File: src/rtl/sd_drive_arbiter.sv
// sd_drive_arbiter: shares the single user_io SD sector port between
// DRIVE_N emulated drives. Round-robin grant, LBA forwarding, buffer
// routing to the granted drive, request timeout and stretched LED.
module sd_drive_arbiter #(
  parameter int DRIVE_N  = 1,        // number of drives, 1..4
  parameter int LBA_W    = 32,       // sector address width
  parameter int BUFF_AW  = 9,        // sector buffer address width (address is broadcast outside)
  parameter int TIMEOUT  = 2**24,    // cycles allowed in REQ before abort
  parameter int LED_HOLD = 2**20     // LED stretch after returning to IDLE
) (
  input  logic                       clk_sys,
  input  logic                       reset_n,
  input  logic [DRIVE_N-1:0]         drv_rd,
  input  logic [DRIVE_N-1:0]         drv_wr,
  input  logic [DRIVE_N*LBA_W-1:0]   drv_lba,
  output logic [DRIVE_N-1:0]         drv_ack,
  output logic [DRIVE_N-1:0]         drv_err,
  output logic [DRIVE_N-1:0]         drv_buff_wr,
  input  logic [DRIVE_N*8-1:0]       drv_buff_din,
  output logic                       sd_rd,
  output logic                       sd_wr,
  output logic [LBA_W-1:0]           sd_lba,
  input  logic                       sd_ack,
  input  logic                       sd_buff_wr,
  output logic [7:0]                 sd_buff_din,
  output logic                       busy,
  output logic                       led
);

  localparam int SEL_W = (DRIVE_N > 1) ? $clog2(DRIVE_N) : 1;
  localparam int TMO_W = (TIMEOUT > 1) ? $clog2(TIMEOUT) : 1;
  localparam int LED_W = $clog2(LED_HOLD + 1);

  typedef enum logic [1:0] {
    S_IDLE,   // waiting for any pending drive
    S_REQ,    // sd_rd/sd_wr asserted, waiting for sd_ack
    S_XFER,   // sector data moving, sd_ack high
    S_DONE    // one-cycle release before the next grant
  } state_t;

  state_t             state_q, state_d;
  logic [SEL_W-1:0]   sel_q, sel_d;
  logic [SEL_W-1:0]   rr_q, rr_d;
  logic               op_wr_q, op_wr_d;
  logic [LBA_W-1:0]   lba_q, lba_d;
  logic [TMO_W-1:0]   tmo_q, tmo_d;
  logic [DRIVE_N-1:0] ack_q, ack_d;
  logic [DRIVE_N-1:0] err_q, err_d;
  logic [LED_W-1:0]   led_q, led_d;

  logic [LBA_W-1:0]   lba_arr [DRIVE_N];
  logic [7:0]         din_arr [DRIVE_N];
  logic [DRIVE_N-1:0] pend;
  logic               grant_vld;
  logic [SEL_W-1:0]   grant_idx;
  logic [DRIVE_N-1:0] sel_onehot;

  // Modulo-DRIVE_N increment used for both the search and rr_ptr advance;
  // with one drive it always folds back to 0.
  function automatic logic [SEL_W-1:0] wrap_add(input logic [SEL_W-1:0] base,
                                                input int unsigned      off);
    logic [SEL_W:0] sum;
    sum = {1'b0, base} + (SEL_W+1)'(off);
    if (sum >= (SEL_W+1)'(DRIVE_N)) sum = sum - (SEL_W+1)'(DRIVE_N);
    return sum[SEL_W-1:0];
  endfunction

  for (genvar g = 0; g < DRIVE_N; g++) begin : g_unpack
    assign lba_arr[g] = drv_lba[g*LBA_W +: LBA_W];
    assign din_arr[g] = drv_buff_din[g*8 +: 8];
  end

  // Round-robin search: first pending drive at or after rr_ptr, with wrap.
  always_comb begin
    logic [SEL_W-1:0] idx;
    // NOTE: every signal written here gets a default first, so no path
    // leaves it unassigned and no latch is inferred.
    pend      = drv_rd | drv_wr;
    grant_vld = 1'b0;
    grant_idx = '0;
    idx       = '0;
    // Walk the offsets downward so the smallest offset is the one that sticks.
    for (int k = DRIVE_N-1; k >= 0; k--) begin
      idx = wrap_add(rr_q, k);
      if (pend[idx]) begin
        grant_vld = 1'b1;
        grant_idx = idx;
      end
    end
  end

  // Next-state and next-register logic of the arbitration FSM.
  always_comb begin
    state_d = state_q;
    sel_d   = sel_q;
    rr_d    = rr_q;
    op_wr_d = op_wr_q;
    lba_d   = lba_q;
    tmo_d   = tmo_q;
    ack_d   = '0;
    err_d   = '0;
    unique case (state_q)
      S_IDLE: begin
        if (grant_vld) begin
          sel_d   = grant_idx;
          lba_d   = lba_arr[grant_idx];
          // A read wins over a write on the same drive; the write stays
          // pending and is picked up by a later grant.
          op_wr_d = ~drv_rd[grant_idx];
          tmo_d   = '0;
          state_d = S_REQ;
        end
      end
      S_REQ: begin
        if (sd_ack) begin
          ack_d[sel_q] = 1'b1;
          state_d      = S_XFER;
        end else if (tmo_q == TMO_W'(TIMEOUT - 1)) begin
          err_d[sel_q] = 1'b1;
          rr_d         = wrap_add(sel_q, 1);
          state_d      = S_IDLE;
        end else begin
          tmo_d = tmo_q + 1'b1;
        end
      end
      S_XFER: begin
        if (sd_ack) ack_d[sel_q] = 1'b1;
        else        state_d      = S_DONE;
      end
      S_DONE: begin
        rr_d    = wrap_add(sel_q, 1);
        state_d = S_IDLE;
      end
      default: state_d = S_IDLE;
    endcase
  end

  // LED hold counter: reloaded on every busy cycle, then counts down.
  always_comb begin
    if (state_q != S_IDLE)   led_d = LED_W'(LED_HOLD);
    else if (led_q != '0)    led_d = led_q - 1'b1;
    else                     led_d = '0;
  end

  // State register; reset aborts any transfer at once.
  always_ff @(posedge clk_sys or negedge reset_n) begin
    if (!reset_n) begin
      state_q <= S_IDLE;
      sel_q   <= '0;
      rr_q    <= '0;
      op_wr_q <= 1'b0;
      lba_q   <= '0;
      tmo_q   <= '0;
      ack_q   <= '0;
      err_q   <= '0;
      led_q   <= '0;
    end else begin
      // NOTE: non-blocking assignments so every register samples the values
      // from before this edge, independent of statement order.
      state_q <= state_d;
      sel_q   <= sel_d;
      rr_q    <= rr_d;
      op_wr_q <= op_wr_d;
      lba_q   <= lba_d;
      tmo_q   <= tmo_d;
      ack_q   <= ack_d;
      err_q   <= err_d;
      led_q   <= led_d;
    end
  end

  // One-hot of the granted drive for buffer strobe routing.
  always_comb begin
    sel_onehot        = '0;
    sel_onehot[sel_q] = 1'b1;
  end

  assign busy        = (state_q != S_IDLE);
  assign sd_rd       = (state_q == S_REQ) & ~op_wr_q;
  assign sd_wr       = (state_q == S_REQ) &  op_wr_q;
  assign sd_lba      = lba_q;
  assign drv_ack     = ack_q;
  assign drv_err     = err_q;
  assign drv_buff_wr = (state_q == S_XFER && sd_buff_wr) ? sel_onehot : '0;
  assign sd_buff_din = din_arr[sel_q];
  assign led         = busy | (led_q != '0);

endmodule

File: config.mk
export PLATFORM = sky130hd
export DESIGN_NAME = sd_drive_arbiter
export DESIGN_NICKNAME = d
export VERILOG_FILES = /design/src/rtl/sd_drive_arbiter.sv
export SDC_FILE = /design/constraint.sdc
export NUM_CORES = 1
export LEC_CHECK = 0
export BUFFER_PORTS_ARGS = -buffer_cell sky130_fd_sc_hd__buf_2
export CAP_MARGIN = 20
export CORE_MARGIN = 10
export CORE_UTILIZATION = 50
export DETAILED_ROUTE_END_ITERATION = 8
export HOLD_SLACK_MARGIN = 0.05
export PLACE_DENSITY = 0.75
export SYNTH_ARGS = -nofsm -noshare
export SYNTH_HDL_FRONTEND = slang
export SYNTH_SLANG_ARGS = --single-unit
File: constraint.sdc
create_clock -name clk_sys -period 2.95 [get_ports clk_sys]
set_clock_uncertainty 0.2 [all_clocks]
set_input_delay 0 -clock clk_sys [delete_from_list [all_inputs] [get_ports clk_sys]]
set_output_delay 0 -clock clk_sys [all_outputs]
set_load 0.02 [all_outputs]
==> results.toml <==
[route]
ant_nets = 0
post_drt_wl_per_cell_um = 16.6
drt_wl_total_um = 9830
viasPerCell = 5.52
dr.pass1.iters = 8
drt_iter0_drc = 160
via_count = 3265
drc_errors = 0

[logic_synthesis]
syn_avg_cell_area_um2 = 10.8
synth_warnings = 0
synth_cells = 366
ys_ff_latch = 82
synth-edff-count = 0
synth_area_mm2 = 0.00396
ys.flop_type = "dfrtp_1"
synthArstFlopShare_pct = 100
synth_cell_types = 48
syn_nets = 418
yosysSeqAreaShare_pct = 51.8

[final_layout]
diodes = 0
final_cell_count_no_fill = 591
drive_above_1_share_pct = 28.2
areaGrowthSynthToFinish_pct = 29.6
nFillCells = 602
nets = 536

[worst_setup_path]
crit_type = "reg -> reg"
critPathRequiredTime_ns = 3.02
cp_max_fo = 10
crit_path_end_kind = "register"
start_kind = "register"
cp.arrival_ns = 2.72

[floorplanning]
fp.coreArea_mm2 = 0.00773
io_pins = 93
die_w_um = 109
die_h_um = 109
rows = 32
initial_core_util_pct = 51.3
dieArea_mm2 = 0.0119

[power]
share_seq_of_total_power_pct = 33.9
p_clk_share_pct = 20.6
power.leakage_uw = 0.00226
power_switching_uw = 2040
finalPower_uw = 5200
pwr-share-comb_pct = 45.4
peakVddDrop_v = 0.000594
powerDensity_mw_per_mm2 = 1010
swShare_pct = 39.2
intPower_uw = 3160

[clock_tree]
clk_pin_slew_ns = 0.09
cts_made_buffers = 9
h-tree-depth = 3
cts_tree = "built"
cts_root_buf = "clkbuf_8"
insertion_delay_ns = 0.34
post_cts_buffers = 0
cts_sinks = 82
clk_path_buf_depth = 2

[grt]
grt_start_max_net_pins = 83
gr-total-overflow = 0
grt_pass1_wl_um = 16700
groute.usage.overall_pct = 17.4
grt_pass1_vias = 3353
grt_antenna_before_repair = 0

[min_path]
hp-class = "in -> reg"

[sta]
slew_headroom_pct = 43.0
rsz0062_at_grt = "false"
tightest_slew_ns = 0.853
fin_crit_ns = 2.65
finalSetupViolCount = 0
timing.setup.tns_ns = 0
slew_viol_final = 0
setup_ws_ns = 0.298
fmax_ghz = 0.377
period_share_pct = 89.9
finalHoldViolations = 0

[place]
dp_cells = 529
gp_congestion = 0.804
io_buffers = 76
pre_cts_ws_ns = 0.335
hpwl_um = 6320

[job]
cap_violations = 0

[outcome]
status = "complete, no violations"
## per-stage QoR
step                      util (%)  instance area [um^2]  hold WS (ns)
final                         66.5                  5140        0.0995
after global routing          66.5                  5140        0.0958
after CTS                     66.1                  5110        0.0666
after detailed placement      56.9                  4400        -0.200
after global placement        56.9                  4400        -0.200
after floorplan                  -                  3960        -0.496
## cell type report
cell class                      count  area (um^2)  share of cell area (%)
Inverter                            8         30.0                   0.585
Clock buffer                       10          128                    2.48
Sequential cell                    82         2050                    40.0
Timing Repair Buffer              127          891                    17.3
Tap cell                          102          128                    2.48
Clock inverter                      6          138                    2.68
Multi-Input combinational cell    256         1770                    34.5
## registers in the layout, summed over array words and instances (netlist names)
signal   cells
sd_lba      32
op_wr_q      1
state_q      2
tmo_q       24
drv_err      1
drv_ack      1
led_q       21
## routing by layer
| metal | vias up | share of wire [%] | wire length (um) | track usage [%] |
|---|---|---|---|---|
| met5 | - | 0 | 0 | 0 |
| met4 | 0 | 1.2 | 114 | 5.84 |
| met3 | 13 | 8.9 | 876 | 6.31 |
| met2 | 128 | 47 | 4610 | 26.6 |
| met1 | 1572 | 43 | 4230 | 22.4 |
| li1 | 1552 | - | - | - |
## critical path, stage by stage (launching register included)
cell and delay (ns):
dfrtp_1 0.43, inv_1 0.10, ha_1 0.19, nor3b_1 0.71, a21oi_1 0.24, o21ai_1 0.38, o21ai_0 0.18, a21oi_1 0.14
## power by group through the flow
| stage | sequential, uW | combinational, uW | clock, uW |
|---|---|---|---|
| 5_1_grt | 1820 | 2610 | 1160 |
| 3_3_place_gp | 1740 | 2240 | 0 |
| 6_report | 1760 | 2360 | 1070 |
| 4_1_cts | 1750 | 2360 | 1100 |
| 2_1_floorplan | 2030 | 1380 | 0 |
| 3_5_place_dp | 1770 | 2290 | 0 |
## cell usage after synthesis, types with 8 or more instances
cell / number / area, um^2
a21oi_1: 17 / 85.1
nand3_1: 15 / 75.1
o21ai_0: 24 / 120
or3_1: 12 / 75.1
dfrtp_1: 82 / 2050
buf_4: 8 / 60.1
nor2_1: 33 / 124
inv_1: 8 / 30.0
nand4_1: 9 / 56.3
mux2_2: 32 / 360
clkbuf_1: 8 / 30.0
nand2_1: 20 / 75.1
xnor2_1: 13 / 114
## placed cells by master (no fill, tap or decap), types with 5 or more instances in the layout
master          n
inv_1           8
nor3_1          6
ha_1            6
dfrtp_1        82
mux2_2         32
and2_1          6
a21oi_1        17
buf_2          75
nor2_1         33
and4_1          7
o21ai_0        23
or4_1           5
xor2_1          6
dlygate4sd3_1  45
o31ai_1         6
nand4_1         9
nand3_1        15
nand2_1        20
xnor2_1        13
buf_4           6
or3_1          12
clkbuf_8        9
## worst paths after layout
path	start	to	slack [ns]	depth (start not counted)
setup / recovery	state_q[0]$_DFFE_PN0P_	tmo_q[4]$_DFFE_PN0P_	0.30	7
min in group asynchronous	reset_n	sd_lba[14]$_DFFE_PN0P_	0.48	3
hold reg to reg	led_q[0]$_DFF_PN0_	led_q[0]$_DFF_PN0_	0.29	1
max in group asynchronous	reset_n	state_q[0]$_DFFE_PN0P_	1.46	4
hold / removal	drv_wr	tmo_q[11]$_DFFE_PN0P_	0.1	4
setup reg to reg	state_q[0]$_DFFE_PN0P_	tmo_q[4]$_DFFE_PN0P_	0.30	7
## kinds of logic (layout without fill, tap and decap cells)
group,count (synthesis),after routing,synth area share [%]
buffers and inverters,28,151,3.85
AND/OR/NAND/NOR,132,132,18.3
XOR/XNOR,19,19,4.20
multiplexers,32,32,9.09
AO/OA/AOI/OAI,67,67,10.9
adder cells (fa/ha/maj),6,6,1.89
flip-flops,82,82,51.8
## repair_timing
| action | CTS | global route |
|---|---|---|
| resized for setup | 0 | 0 |
| hold endpoints to repair | 127 | 35 |
| hold buffers | 44 | 1 |
Note: power is estimated with default switching activity, not from simulation.
